==> config.mk <==
export PLATFORM = sky130hd
export DESIGN_NAME = turbo_pkt_dispatch
export DESIGN_NICKNAME = d
export VERILOG_FILES = /design/src/rtl/turbo_pkt_dispatch.sv
export SDC_FILE = /design/constraint.sdc
export NUM_CORES = 2
export LEC_CHECK = 0
export CORE_AREA = 2 2 427 429
export CTS_CLUSTER_DIAMETER = 80
export DETAILED_ROUTE_END_ITERATION = 10
export DIE_AREA = 0 0 429 431
export PLACE_DENSITY_LB_ADDON = 0.1
export SYNTH_ARGS = -nofsm -noshare
export SYNTH_HDL_FRONTEND = slang
export SYNTH_SLANG_ARGS = --single-unit
==> constraint.sdc <==
create_clock -name clk_bus -period 25.7 [get_ports clk_bus]
set_input_delay 5.14 -clock clk_bus [delete_from_list [all_inputs] [get_ports clk_bus]]
set_output_delay 5.14 -clock clk_bus [all_outputs]
set_load 0.05 [all_outputs]
==> src/rtl/turbo_pkt_dispatch.sv <==
// Round-robin packet dispatcher: locks one ready lane per fixed-length packet and
// forwards each accepted beat to that lane one cycle later.
module turbo_pkt_dispatch #(
  parameter int BUS       = 534,
  parameter int NUM_CH    = 16,
  parameter int PKT_BEATS = 25,
  parameter int SKIP_BUSY = 1,
  localparam int CHW      = ($clog2(NUM_CH) > 1) ? $clog2(NUM_CH) : 1
) (
  input  logic              clk_bus,
  input  logic              rst,
  input  logic [BUS-1:0]    in_data,
  input  logic              in_en,
  output logic              in_ready,
  input  logic [NUM_CH-1:0] ch_ready,
  output logic [BUS-1:0]    out_data,
  output logic [NUM_CH-1:0] out_en,
  output logic              out_sop,
  output logic              out_eop,
  output logic [CHW-1:0]    cur_ch,
  output logic              busy,
  output logic              err_drop
);

  localparam int BCW = ($clog2(PKT_BEATS) > 1) ? $clog2(PKT_BEATS) : 1;
  localparam logic [BCW-1:0] LAST_BEAT = BCW'(PKT_BEATS - 1);
  localparam logic [CHW-1:0] LAST_CH   = CHW'(NUM_CH - 1);
  localparam logic [CHW:0]   NUM_CH_W  = (CHW + 1)'(NUM_CH);

  typedef enum logic {SEARCH, XFER} state_t;

  state_t             r_state, w_state_next;
  logic               r_in_ready, w_in_ready_next;
  logic               r_busy, w_busy_next;
  logic [CHW-1:0]     r_cur_ch, w_cur_ch_next;
  logic [CHW-1:0]     r_rr_ptr, w_rr_ptr_next;
  logic [BCW-1:0]     r_beat_cnt, w_beat_cnt_next;
  logic [BUS-1:0]     r_out_data;
  logic [NUM_CH-1:0]  r_out_en;
  logic               r_out_sop, r_out_eop, r_err_drop;

  logic [CHW-1:0]     w_idx [NUM_CH];
  logic [NUM_CH-1:0]  w_rdy_rot;
  logic [NUM_CH-1:0]  w_lane_sel;
  logic               w_hit;
  logic [CHW-1:0]     w_sel;
  logic               w_accept;
  logic               w_last;

  // w_idx[gi] is the lane gi steps after rr_ptr, wrapped so it never reaches NUM_CH.
  for (genvar gi = 0; gi < NUM_CH; gi++) begin : g_lane
    logic [CHW:0] w_sum;
    assign w_sum         = {1'b0, r_rr_ptr} + (CHW + 1)'(gi);
    assign w_idx[gi]     = (w_sum >= NUM_CH_W) ? CHW'(w_sum - NUM_CH_W) : w_sum[CHW-1:0];
    assign w_rdy_rot[gi] = ch_ready[w_idx[gi]];
    assign w_lane_sel[gi] = (r_cur_ch == CHW'(gi));
  end

  // Descending scan so the smallest offset from rr_ptr wins.
  always_comb begin
    w_hit = 1'b0;
    w_sel = r_rr_ptr;
    if (SKIP_BUSY != 0) begin
      for (int i = NUM_CH - 1; i >= 0; i--) begin
        if (w_rdy_rot[i]) begin
          w_hit = 1'b1;
          w_sel = w_idx[i];
        end
      end
    end else begin
      w_hit = w_rdy_rot[0];
    end
  end

  assign w_accept = in_en & r_in_ready;
  assign w_last   = (r_beat_cnt == LAST_BEAT);

  always_comb begin
    w_state_next    = r_state;
    w_in_ready_next = 1'b0;
    w_busy_next     = r_busy;
    w_cur_ch_next   = r_cur_ch;
    w_rr_ptr_next   = r_rr_ptr;
    w_beat_cnt_next = r_beat_cnt;
    case (r_state)
      SEARCH: begin
        if (w_hit) begin
          w_state_next    = XFER;
          w_cur_ch_next   = w_sel;
          w_busy_next     = 1'b1;
          w_in_ready_next = 1'b1;
        end
      end
      XFER: begin
        w_in_ready_next = ch_ready[r_cur_ch];
        if (w_accept) begin
          if (w_last) begin
            w_beat_cnt_next = '0;
            w_rr_ptr_next   = (r_cur_ch == LAST_CH) ? '0 : r_cur_ch + CHW'(1);
            w_state_next    = SEARCH;
            w_in_ready_next = 1'b0;
            w_busy_next     = 1'b0;
          end else begin
            w_beat_cnt_next = r_beat_cnt + BCW'(1);
          end
        end
      end
      default: w_state_next = SEARCH;
    endcase
  end

  always_ff @(posedge clk_bus or posedge rst) begin
    if (rst) r_state <= SEARCH;
    else     r_state <= w_state_next;
  end

  always_ff @(posedge clk_bus or posedge rst) begin
    if (rst) begin
      r_in_ready <= 1'b0;
      r_busy     <= 1'b0;
      r_cur_ch   <= '0;
      r_rr_ptr   <= '0;
      r_beat_cnt <= '0;
      r_out_data <= '0;
      r_out_en   <= '0;
      r_out_sop  <= 1'b0;
      r_out_eop  <= 1'b0;
      r_err_drop <= 1'b0;
    end else begin
      r_in_ready <= w_in_ready_next;
      r_busy     <= w_busy_next;
      r_cur_ch   <= w_cur_ch_next;
      r_rr_ptr   <= w_rr_ptr_next;
      r_beat_cnt <= w_beat_cnt_next;
      r_out_en   <= w_accept ? w_lane_sel : '0;
      r_out_sop  <= w_accept && (r_beat_cnt == '0);
      r_out_eop  <= w_accept && w_last;
      r_err_drop <= in_en && !r_in_ready;
      if (w_accept) r_out_data <= in_data;
    end
  end

  assign in_ready = r_in_ready;
  assign busy     = r_busy;
  assign cur_ch   = r_cur_ch;
  assign out_data = r_out_data;
  assign out_en   = r_out_en;
  assign out_sop  = r_out_sop;
  assign out_eop  = r_out_eop;
  assign err_drop = r_err_drop;

endmodule

After elaboration in Yosys (flattened, before gate mapping)
Index checks and enable logic that the tools add are counted.
{"block": "classes", "n_addsub": 33, "magnitude_cmp": 33, "eq_ne": 19, "mux": 96, "bitwise_logic": 2, "n_reduce_logical": 10}
{"operator": "4-bit 2-to-1 mux", "count": 33}
{"operator": "4-bit by 5-bit less-than comparator with 1-bit output, second input constant", "count": 17}
{"operator": "5-bit greater-or-equal comparator, second input constant", "count": 15}
{"operator": "1-bit binary-select mux with 4-bit select", "count": 17}
{"operator": "4-bit by 1-bit subtractor with 4-bit output, second input constant", "count": 16}
{"operator": "1-bit 2-to-1 mux", "count": 41}
{"operator": "4-bit by 4-bit adder with 5-bit output, second input constant", "count": 8}
{"operator": "4-bit == test, second input constant", "count": 8}
{"operator": "4-bit by 3-bit adder with 5-bit output, second input constant", "count": 4}
{"operator": "4-bit by 3-bit == test with 1-bit output, second input constant", "count": 4}
{"operator": "16-bit 2-to-1 mux", "count": 1}
{"operator": "4-bit by 2-bit adder with 5-bit output, second input constant", "count": 2}
{"operator": "4-bit by 2-bit == test with 1-bit output, second input constant", "count": 2}
{"operator": "1-bit case mux with 2 select lines", "count": 3}
{"operator": "3-bit AND reduction", "count": 2}
{"operator": "4-bit by 1-bit adder with 5-bit output, second input constant", "count": 1}
{"operator": "5-bit by 1-bit adder with 5-bit output, second input constant", "count": 1}
{"operator": "5-bit == test, second input constant", "count": 1}
{"operator": "4-bit by 5-bit greater-or-equal comparator with 1-bit output, second input constant", "count": 1}
{"operator": "5-bit logical NOT", "count": 1}
{"operator": "5-bit 2-to-1 mux", "count": 1}
{"operator": "4-bit by 1-bit adder with 4-bit output, second input constant", "count": 1}
{"operator": "4-bit by 1-bit == test with 1-bit output, second input constant", "count": 1}
{"operator": "4-bit logical NOT", "count": 1}
{"operator": "other kinds (7)", "count": 11}
{"block": "totals", "register_bits": 569, "input_bits": 553, "output_inout_bits": 559, "wordCells": 204}

Longest topological paths before layout
{"block": "logic_depth", "word_depth": 23, "depth_mapped": 16, "depth_no_buf": 12}

Least setup slack after synthesis
OpenSTA, ideal clock, no wires.
{"block": "synth_path", "kind": "input to register", "from": "in ch_ready[5]", "to": "reg r_in_ready (netlist: in_ready)", "setup_time_ps": 130, "arrival_time_ps": 7162, "t_required_ps": 25570, "setup_slack_ps": 18408, "cell_stages": 8, "n_path_buf": 0, "path_cell_list": "mux4_2 -> mux4_2 -> nor2_4 -> nand2_2 -> nor4_4 -> a41oi_4 -> a21o_1 -> a21boi_1"}
{"block": "synth_via", "elab_chain_len": 20, "word_cells_on_any_way": 54, "cone_classes": "mux: 54"}
{"element": "from (decl)", "line": "15", "text": "input logic [NUM_CH-1:0] ch_ready,"}
{"element": "1-bit binary-select mux with 4-bit select", "line": "55", "text": "assign w_rdy_rot[gi] = ch_ready[w_idx[gi]];"}
{"element": "1-bit 2-to-1 mux (not written as such)", "line": "55"}
{"element": "1-bit 2-to-1 mux (16 in series)", "line": "65", "text": "if (w_rdy_rot[i]) begin"}
{"element": "1-bit 2-to-1 mux", "line": "87", "text": "if (w_hit) begin"}
{"element": "1-bit case mux with 2 select lines (*)", "line": "85", "text": "case (r_state)"}
{"element": "net w_in_ready_next", "line": "33", "text": "logic r_in_ready, w_in_ready_next;"}
{"element": "to (signal assigned)", "line": "130", "text": "r_in_ready <= w_in_ready_next;"}
{"element": "to (decl)", "line": "33"}
Mark *: on every way through the listed nets, which the timed path passes. The rest lies on a longest branch. The select of a mux whose other input is x is not followed.
A chain may end at the register's enable or synchronous reset.

Worst setup path in the final report
{"block": "layout_path", "from": "in in_en", "to": "reg r_out_data[192] (netlist: out_data[192])"}
{"block": "layout_via", "elab_chain_len": 1}
{"element": "from (decl)", "line": "13", "text": "input logic in_en,"}
{"element": "1-bit AND", "line": "75", "text": "assign w_accept = in_en & r_in_ready;"}
{"element": "to (signal assigned)", "line": "139", "text": "if (w_accept) r_out_data <= in_data;"}
{"element": "to (decl)", "line": "38", "text": "logic [BUS-1:0] r_out_data;"}
Every way passes these cells.

==> out/qor.yml <==
status: "finished clean"
placement.io_buffers: 1111
cts_root_buf: "clkbuf_16"
syn_avg_cell_area_um2: 8.83
core_area_um2: 180000
cts_buffers: 82
cp_slowest_stage_delay_ns: 0.86
drive_above_1_share: 0.0532
ff2ff_path_depth: 12
track_usage: 0.134
power-per-cell-area_nw_per_um2: 164
cts_max_level: 3
wirelength_um: 127000
holdPathEnd: "out_data[126]"
synthDistinctLibCells: 64
syn_inst: 2659
path_cells: "clkdlybuf4s50_1, nand2_4, buf_4, buf_4, buf_4, nand2_1, nand2_1"
cts_buffer_depth: 3
grt_max_degree: 133
clock_latency_ns: 0.67
cts_resized: 0
reg2reg_from: "r_rr_ptr[0]"
cp_data_arrival_time_ns: 9.28
cts_setup_buffers: 0
synth-seq-cells: 569
placed_cells: 6028
setup_viol: 0
final.min_clock_period_ns: 8.68
drtIter0Drc: 953
clockPowerShare: 0.177
path_clk_slew_ns: 0.05
synth_top_area_cell: "dfrtp_1"
p_int_mw: 3.16
synth-main-ff-cell: "dfrtp_1"
required_ns: 26.30
fin_nets: 4308
grt_antenna_before_repair: 40
wl_per_cell_um: 20.6
timing.fmax_ghz: 0.115
r2r_setup_slack_ns: 21.24
cp_top_family: "buffers and inverters"
slew_headroom: 0.237
muxShareOfSynthArea: 0.0428
p_seq_frac: 0.238
cp-end-kind: "flip-flop"
area_delta_synth_final_pct: 70.4
p_leak_nw: 18.5
hold_start: "out_data[126]"
gp_congestion: 0.807
yosysMostFrequentCell: "nand2_1"
yosys.area_share.simple: 0.285
finalInstanceArea_um2: 40000
cp_num_cells: 7
slowest_stage: "buf_4"
hp-class: "flip-flop to flip-flop"
synth_top_family_by_area: "simple AND/OR/NAND/NOR gates"
instances_no_fill: 6181
synth_compound_area_frac: 0.0251
critPathMaxFanout: 83
tns_ns: 0
remaining_drc_errors: 0
crit_path_frequent_cell: "buf_4"
skew_ns: 0.0209
holdPathStages: 2
ys_seq_area_frac: 0.606
slew_viol_final: 0
synth_common_cells: "nand2_1 (1649), dfrtp_1 (569), clkbuf_1 (128), nor2_1 (43), mux2i_1 (38)"
die_y_um: 431
timing.final.crit_share: 0.338
ir_drop_uv: 60.1
synth_adder_area_share: 0.00693
switching_share: 0.517
grt_pass1_vias: 22528
cts_num_sinks: 569
die_area_um2: 185000
critical_path_class: "input port to flip-flop"
finalHoldWorstSlack_ns: 0.469
synthesis.area_um2: 23500
synthXorXnorAreaFrac: 0.00730
start_util: 0.130
vias_per_cell: 3.51
place_area_um2: 37300
r2r-end: "in_ready"
synth_area_leaders: "dfrtp_1 (61%), nand2_1 (26%), mux4_2 (2.1%), clkbuf_1 (2.0%), mux2i_1 (1.6%)"
yosysWarningCount: 0
hpwlAfterDp_um: 96800
die_x_um: 429
grt_pass1_wl_um: 178000
syn_nets: 3225
overflow: 0
worst_pin_slew_ns: 1.14
rsz0062_at_grt: "no"
ctsHoldBuffers: 0
synth_top_area_frac: 0.606
ant_nets: 0
ys_async_sr_fraction: 1.00
switchingPower_mw: 3.38
drv_cap: 0
cts_tree: "yes"
critPathLaunchType: "input port"
cp_num_buf_inv: 4
fin_util: 0.222
drtPass1Iterations: 5
vias: 21717
rows: 156
p_comb_frac: 0.584
synth-edff-count: 0
io_pins: 1112
hold_viol: 0
-- power by group through the flow --
stage	clock, mW	sequential, mW	combinational (mW)
2_1_floorplan	0	2.98	0.956
3_3_place_gp	0	1.57	3.90
3_5_place_dp	0	1.57	3.89
4_1_cts	1.21	1.56	3.89
5_1_grt	1.25	1.62	4.06
6_report	1.16	1.56	3.82
-- logic make-up after synthesis --
| kind of cell | after synthesis |
|---|---|
| compound gates | 87 |
| xor+xnor | 17 |
| fa+ha+maj | 13 |
| buf+inv | 160 |
| flops | 569 |
| mux | 67 |
| simple gates | 1746 |
-- how the worst max path moves through the flow --
stage / start / to / slack (ns)
after floorplan: rst / busy / 4.64
after global placement: in_en / out_data[352] / 16.21
after detailed placement: in_en / out_data[160] / 16.21
after CTS: in_en / out_data[192] / 16.98
after global routing: in_en / out_data[208] / 16.64
final: in_en / out_data[192] / 17.02
-- per-layer routing --
layer | global-route usage | wire [um]
met1 | 0.150 | 49100
met2 | 0.233 | 64300
met3 | 0.0503 | 10400
met4 | 0.0441 | 3120
met5 | 0 | 208
-- worst min-delay path: stages (launching register included) --
cell	delay [ns]
dfrtp_1	0.34
nand2_1	0.05
nand2_1	0.05
-- layout by cell type, fill, tap and decap left out, drive strengths merged, types with 11 or more instances in the layout --
cell              n
nand2          1650
clkdlybuf4s50  1111
dfrtp           569
clkbuf          113
nor2             44
mux2i            39
buf              27
mux4             25
inv              24
a21oi            23
clkinv           21
o21ai            20
nand3            15
ha               13
diode            11
-- sequential cells by signal (all words and copies together) (netlist names), 4 cells and up --
register	count
out_en	16
r_rr_ptr	4
out_data	534
r_beat_cnt	5
cur_ch	4
-- through the flow --
stage               setup WS, ns  power, mW
floorplan                   4.64       3.93
global placement           16.21       5.48
global route               16.64       6.93
detailed placement         16.21       5.45
CTS                        16.98       6.67
finish                     17.02       6.54
-- cell type report --
cell class                 instances  area [um^2]
sequential                       569        14200
inverter                          21         86.3
clock inverter                    29          324
timing repair buffer            1138        11300
antenna                           11         27.5
multi-input combinational       1930         8620
fill                           19827       140000
tap                             2370         2970
clock buffer                     113         2400
Note: power is estimated with default switching activity, not from simulation.
